File: src/rtl/mmio_timer_responder_pkg.sv
// Shared definitions for the memory-mapped timer peripheral.
//   tmr_reg_e : register select decoded from Address[3:2]
//   CTRL_*    : bit positions inside the CTRL register
package mmio_timer_responder_pkg;

  typedef enum logic [1:0] {
    TMR_CTRL   = 2'd0,
    TMR_LOAD   = 2'd1,
    TMR_COUNT  = 2'd2,
    TMR_STATUS = 2'd3
  } tmr_reg_e;

  localparam int CTRL_EN        = 0;
  localparam int CTRL_AUTO      = 1;
  localparam int CTRL_IE        = 2;
  localparam int CTRL_PRESC_LSB = 8;

  localparam int STATUS_EXP     = 0;

endpackage

File: src/rtl/timer_prescaler.sv
// Prescaler for the timer: counts enabled cycles and emits one tick every
// PRESC+1 cycles.
//   clk, rst_n : clock, asynchronous active-low reset
//   en         : count enable; the counter is held at 0 while low
//   presc      : terminal value; 0 gives a tick every enabled cycle
//   clear      : forces the counter back to 0 at the next edge
//   tick       : combinational, high when en and the counter equals presc
module timer_prescaler #(
  parameter int W = 8
) (
  input  logic         clk,
  input  logic         rst_n,
  input  logic         en,
  input  logic [W-1:0] presc,
  input  logic         clear,
  output logic         tick
);

  localparam logic [W-1:0] ONE = W'(1);

  logic [W-1:0] pc;

  assign tick = en && (pc == presc);

  always_ff @(posedge clk or negedge rst_n) begin
    if (!rst_n) begin
      pc <= '0;
    end else if (clear || !en || tick) begin
      pc <= '0;
    end else begin
      pc <= pc + ONE;
    end
  end

endmodule

File: src/rtl/mmio_timer_responder.sv
// Memory-mapped timer that sits beside the data memory on the CPU's load/store
// port. It offers a prescaled 32-bit down-counter with one-shot or auto-reload
// behaviour, a sticky expiry flag and a level interrupt.
//
// Bus protocol: an access is a single cycle with no wait states. A load is
// MemRead high while Hit is high; Read_data is valid combinationally in that
// same cycle. A store is MemWrite high while Hit is high; it commits at the
// rising clk edge that ends the cycle. Accesses outside the window are ignored
// and read as zero.
//
// Ports:
//   clk        : system clock
//   reset      : asynchronous, active-low reset
//   MemRead    : CPU load strobe
//   MemWrite   : CPU store strobe
//   Address    : byte address; [31:4] selects the window, [3:2] the register
//   Write_data : store data
//   Read_data  : load data (zero unless Hit & MemRead)
//   Hit        : address falls inside the 16-byte register window
//   irq        : level interrupt, EXP & IE
module mmio_timer_responder
  import mmio_timer_responder_pkg::*;
#(
  parameter logic [31:0] BASE_ADDR = 32'h0000_FF00,
  parameter int          PRESC_W   = 8
) (
  input  logic        clk,
  input  logic        reset,
  input  logic        MemRead,
  input  logic        MemWrite,
  input  logic [31:0] Address,
  input  logic [31:0] Write_data,
  output logic [31:0] Read_data,
  output logic        Hit,
  output logic        irq
);

  // Register state
  logic               en;
  logic               auto_mode;
  logic               ie;
  logic [PRESC_W-1:0] presc;
  logic [31:0]        load_q;
  logic [31:0]        count_q;
  logic               exp_q;

  // Decode
  tmr_reg_e sel;
  logic     wr_ctrl, wr_load, wr_count, wr_status;
  logic     tick, expire;

  // Byte-lane bits are ignored; only full-word accesses exist.
  logic unused_addr_bits;
  assign unused_addr_bits = ^Address[1:0];

  assign Hit = (Address[31:4] == BASE_ADDR[31:4]);
  assign sel = tmr_reg_e'(Address[3:2]);

  assign wr_ctrl   = Hit && MemWrite && (sel == TMR_CTRL);
  assign wr_load   = Hit && MemWrite && (sel == TMR_LOAD);
  assign wr_count  = Hit && MemWrite && (sel == TMR_COUNT);
  assign wr_status = Hit && MemWrite && (sel == TMR_STATUS);

  timer_prescaler #(
    .W (PRESC_W)
  ) u_prescaler (
    .clk   (clk),
    .rst_n (reset),
    .en    (en),
    .presc (presc),
    .clear (wr_ctrl),
    .tick  (tick)
  );

  // Expiry replaces the decrement when the count is already zero, so the
  // counter can never wrap.
  assign expire = tick && (count_q == 32'd0);

  // CTRL: a software write always wins over the one-shot auto-disable.
  always_ff @(posedge clk or negedge reset) begin
    if (!reset) begin
      en        <= 1'b0;
      auto_mode <= 1'b0;
      ie        <= 1'b0;
      presc     <= '0;
    end else if (wr_ctrl) begin
      en        <= Write_data[CTRL_EN];
      auto_mode <= Write_data[CTRL_AUTO];
      ie        <= Write_data[CTRL_IE];
      presc     <= Write_data[CTRL_PRESC_LSB +: PRESC_W];
    end else if (expire && !auto_mode) begin
      en        <= 1'b0;
    end
  end

  // LOAD: a reload on the same edge as a LOAD write samples the old value,
  // which falls out naturally from the registered load_q.
  always_ff @(posedge clk or negedge reset) begin
    if (!reset) begin
      load_q <= 32'd0;
    end else if (wr_load) begin
      load_q <= Write_data;
    end
  end

  // COUNT: a software write takes priority over any tick activity.
  always_ff @(posedge clk or negedge reset) begin
    if (!reset) begin
      count_q <= 32'd0;
    end else if (wr_count) begin
      count_q <= Write_data;
    end else if (tick) begin
      if (count_q != 32'd0) begin
        count_q <= count_q - 32'd1;
      end else if (auto_mode) begin
        count_q <= load_q;
      end
    end
  end

  // EXP: sticky, write-1-to-clear; a simultaneous expiry wins over the clear.
  always_ff @(posedge clk or negedge reset) begin
    if (!reset) begin
      exp_q <= 1'b0;
    end else if (expire) begin
      exp_q <= 1'b1;
    end else if (wr_status && Write_data[STATUS_EXP]) begin
      exp_q <= 1'b0;
    end
  end

  assign irq = exp_q && ie;

  // Read mux
  always_comb begin
    Read_data = 32'd0;
    if (Hit && MemRead) begin
      case (sel)
        TMR_CTRL: begin
          Read_data[CTRL_EN]                      = en;
          Read_data[CTRL_AUTO]                    = auto_mode;
          Read_data[CTRL_IE]                      = ie;
          Read_data[CTRL_PRESC_LSB +: PRESC_W]    = presc;
        end
        TMR_LOAD:   Read_data = load_q;
        TMR_COUNT:  Read_data = count_q;
        TMR_STATUS: Read_data[STATUS_EXP] = exp_q;
        default:    Read_data = 32'd0;
      endcase
    end
  end

endmodule

File: config.mk
export PLATFORM = sky130hd
export DESIGN_NAME = mmio_timer_responder
export DESIGN_NICKNAME = d
export VERILOG_FILES = /design/src/rtl/mmio_timer_responder_pkg.sv /design/src/rtl/timer_prescaler.sv /design/src/rtl/mmio_timer_responder.sv
export SDC_FILE = /design/constraint.sdc
export NUM_CORES = 1
export LEC_CHECK = 0
export BUFFER_PORTS_ARGS = -buffer_cell sky130_fd_sc_hd__buf_4
export CORE_MARGIN = 1
export CORE_UTILIZATION = 45
export DETAILED_ROUTE_END_ITERATION = 10
export PLACE_DENSITY = 0.7
export SKIP_CTS_REPAIR_TIMING = 1
export SYNTH_ARGS = -nofsm -noshare
export SYNTH_HDL_FRONTEND = slang
export SYNTH_HIERARCHICAL = 1
export SYNTH_SLANG_ARGS = --single-unit
File: constraint.sdc
create_clock -name clk -period 2.7 [get_ports clk]
set_input_delay 0.54 -clock clk [delete_from_list [all_inputs] [get_ports clk]]
set_output_delay 0.54 -clock clk [all_outputs]
set_load 0.1 [all_outputs]
==> metrics <==
number of buffers added on ports=just under 100; EDFF count, synth=0; hold crit path type=in2async; Net count, final=between 700 and 800; unrepaired setup endpoints after global routing=yes; proportion of synthesized chip area in sequential cells=around two fifths; worst setup skew after layout=about 0.0092 ns; CTS tree=built; Longest Clk Path Bufs=2; slew margin rel.=~57%; fraction of layout instances using a drive strength above 1=35.3%; Seq cells post-synth=84; final core utilization=between 60% and 70%; Top FF cell, synth=sky130_fd_sc_hd__dfrtp_1; arrival time at the worst endpoint=around 2.1 ns; top-level I/O count=102; drt first pass iters=9; final weighted congestion of routability-driven global placement=between 0.8 and 0.9; Row Count=39; number of placed instances, taps included=around 840; period utilization=98.6%; Setup Total Neg Slack=0 ns; global routing usage on met2=a little under half; Die Ht=approximately 110 µm; path type of the worst setup path=in2out; # Max-Cap Violations=0; synthesized area per cell=about 9 µm²; number of cells produced by synthesis=a little over 600; via count of the first global-routing pass=~5.3k; via count=between 5k and 6k; largest net degree at the start of global routing=between 40 and 50; hold violation total from the final report=0; Skew-Pair Late Insertion Delay=between 0.3 and 0.4 ns; buffer type at the clock tree root=sky130_fd_sc_hd__clkbuf_16; count of cell types in the netlist=64; violations in the final reports=design-rule violations; number of buffers created by CTS=9; largest driver fanout on the critical path=5; fmax=between 300 and 400 MHz; time the final worst path needs with I/O delays and setup=2.66 ns; standard cell core area=about 12,000 µm²; Critical Path Sink Type=output port; number of antenna violations at the first check in global routing=0; Leakage Power=about 3.1 nW; H-Tree Level Count=3; met3 global-route usage=roughly 3.6%; horizontal extent of the die=around 110 µm; setup violation total in the final timing report=0; clk sinks=84; total DRC errors in the routed layout=6; total overflow reported by the global router=0; met1 Resource Use GR=around a third; Initial DRC Count=between 400 and 500; reg2reg path depth=7; ys async rst share=100%; Final Worst Setup Slack=between 0.03 and 0.04 ns; outcome=complete, but fails checks; diode count=0; overall routed net length=between 15,000 and 20,000 µm; post-synthesis cell area=~5500 µm²; worst setup slack before clock tree synthesis=-0.0451 ns; worst IR drop on VDD=just under 0.4 mV; Setup crit start kind=primary input; Layout Area Growth over Synthesis=34.1%; number of standard cells in the layout, taps in and fillers out=around 860; per-cell via count in the routed design=approximately 6.2; Fin Hold WS=between 0.15 and 0.2 ns; All-Layer GR Usage=between 20% and 30%; transition time of the tightest slew-check pin=between 0.6 and 0.7 ns; max-slew violation total from the final report=0; detailed-placement wirelength estimate=11,100 µm; full die area=between 10,000 and 15,000 µm²; Required @ worst endpoint=2.16 ns; worst reg2reg path startpoint=count_q[20]; initial standard-cell utilization of the core=about 47%; clk slew on worst S/H paths=roughly 0.060 ns; Reg2Reg Setup Slack=between 0.1 and 0.15 ns; wire length of the first global-routing pass=around 27,000 µm; global route hottest layer=met2; Reg2Reg Capture Point=count_q[28]; synthesized netlist net count=between 600 and 700; routed length per instance=between 15 and 20 µm; power density cells=between 300 and 400 nW/µm²; post-route ant nets=0; Ys Warns=6
==> stage by stage <==
stage | total power [mW] | cell area [µm²]
6_report | 2.81 | 7330
5_1_grt | 2.89 | 7330
4_1_cts | 2.83 | 7120
3_5_place_dp | 1.47 | 6790
3_3_place_gp | 1.47 | 6790
2_1_floorplan | 1.34 | 5790
==> state kept, by name, indices dropped and copies added, names as in the netlist <==
name,flops
exp_q,1
load_q,32
count_q,32
en,1
auto_mode,1
ie,1
u_prescaler/pc,8
presc,8
==> synth_stat cells (all sizes together) (12+ instances only) <==
library cell,number,area [µm²]
dfrtp,84,2100
nor2,68,255
a21oi,44,220
mux2,42,473
o21ai,41,205
clkbuf,39,146
nand2,38,143
a22oi,21,158
nand3,20,105
xor2,19,166
or3,18,123
and3,16,100
nor4,16,143
nor3,14,80.1
buf,12,75.1
==> power by group <==
group | internal (mW) | switching, mW | total [mW]
clock network | 0.834 | 0.522 | 1.36
registers | 1.26 | 0.00230 | 1.26
logic | 0.0935 | 0.103 | 0.196
==> placed cells by master, fill, tap and decap left out, drive strengths merged, types with 4 or more instances in the layout <==
cell / Yosys / layout
a211oi: 8 / 8
a21oi: 44 / 44
a221oi: 4 / 4
a222oi: 11 / 11
a22oi: 21 / 21
a31oi: 6 / 6
and3: 16 / 16
buf: 12 / 135
clkbuf: 39 / 10
dfrtp: 84 / 84
ha: 9 / 9
inv: 11 / 11
mux2: 42 / 42
nand2: 38 / 38
nand3: 20 / 20
nand3b: 6 / 6
nand4: 8 / 8
nor2: 68 / 68
nor3: 14 / 14
nor4: 16 / 16
o21ai: 41 / 41
o22ai: 4 / 4
o31ai: 4 / 4
or2: 3 / 4
or3: 18 / 18
or4: 4 / 4
xnor2: 6 / 6
xor2: 19 / 19
==> worst max-delay path, cell delays in order <==
cell and delay, ns:
sky130_fd_sc_hd__buf_4 0.11, sky130_fd_sc_hd__nor4_2 0.26, sky130_fd_sc_hd__nand4_1 0.20, sky130_fd_sc_hd__nor2_4 0.24, sky130_fd_sc_hd__nand2_4 0.09, sky130_fd_sc_hd__or2_4 0.33, sky130_fd_sc_hd__nor2_4 0.16, sky130_fd_sc_hd__buf_12 0.18
==> area by class of cell <==
cell class                      instances  area, µm²
Multi-Input combinational cell        465       3440
Clock inverter                          6       87.6
Sequential cell                        84       2100
Clock buffer                           10        239
Tap cell                              143        179
Timing Repair Buffer                  135       1240
Fill cell                             955       4280
Inverter                               12       45.0
==> how the worst max path moves through the flow <==
stage | to | slack, ns | start | cells past startpoint
global route | Read_data[14] | -0.04 | Address[18] | 8
finish | Read_data[14] | 0.04 | Address[17] | 8
CTS | Read_data[9] | -0.05 | Address[27] | 8
global placement | Read_data[13] | 0.03 | Address[27] | 8
floorplan | Read_data[10] | -0.43 | Address[6] | 7
detailed placement | Read_data[9] | -0.05 | Address[27] | 8
==> kinds of logic after synthesis <==
family | share of synthesized area [%]
AND/OR/NAND/NOR | 21.6
buffers and inverters | 4.88
AO/OA/AOI/OAI | 20.0
multiplexers | 9.02
flip-flops | 38.5
adder cells (fa/ha/maj) | 2.06
XOR/XNOR | 4.01
==> routing by layer <==
layer  share of wire (%)  wire length (µm)
met3                 5.1               851
met1                  41              6840
met2                  52              8590
met5                   0                 0
met4                 1.8               297
Note: power is estimated with default switching activity, not from simulation.
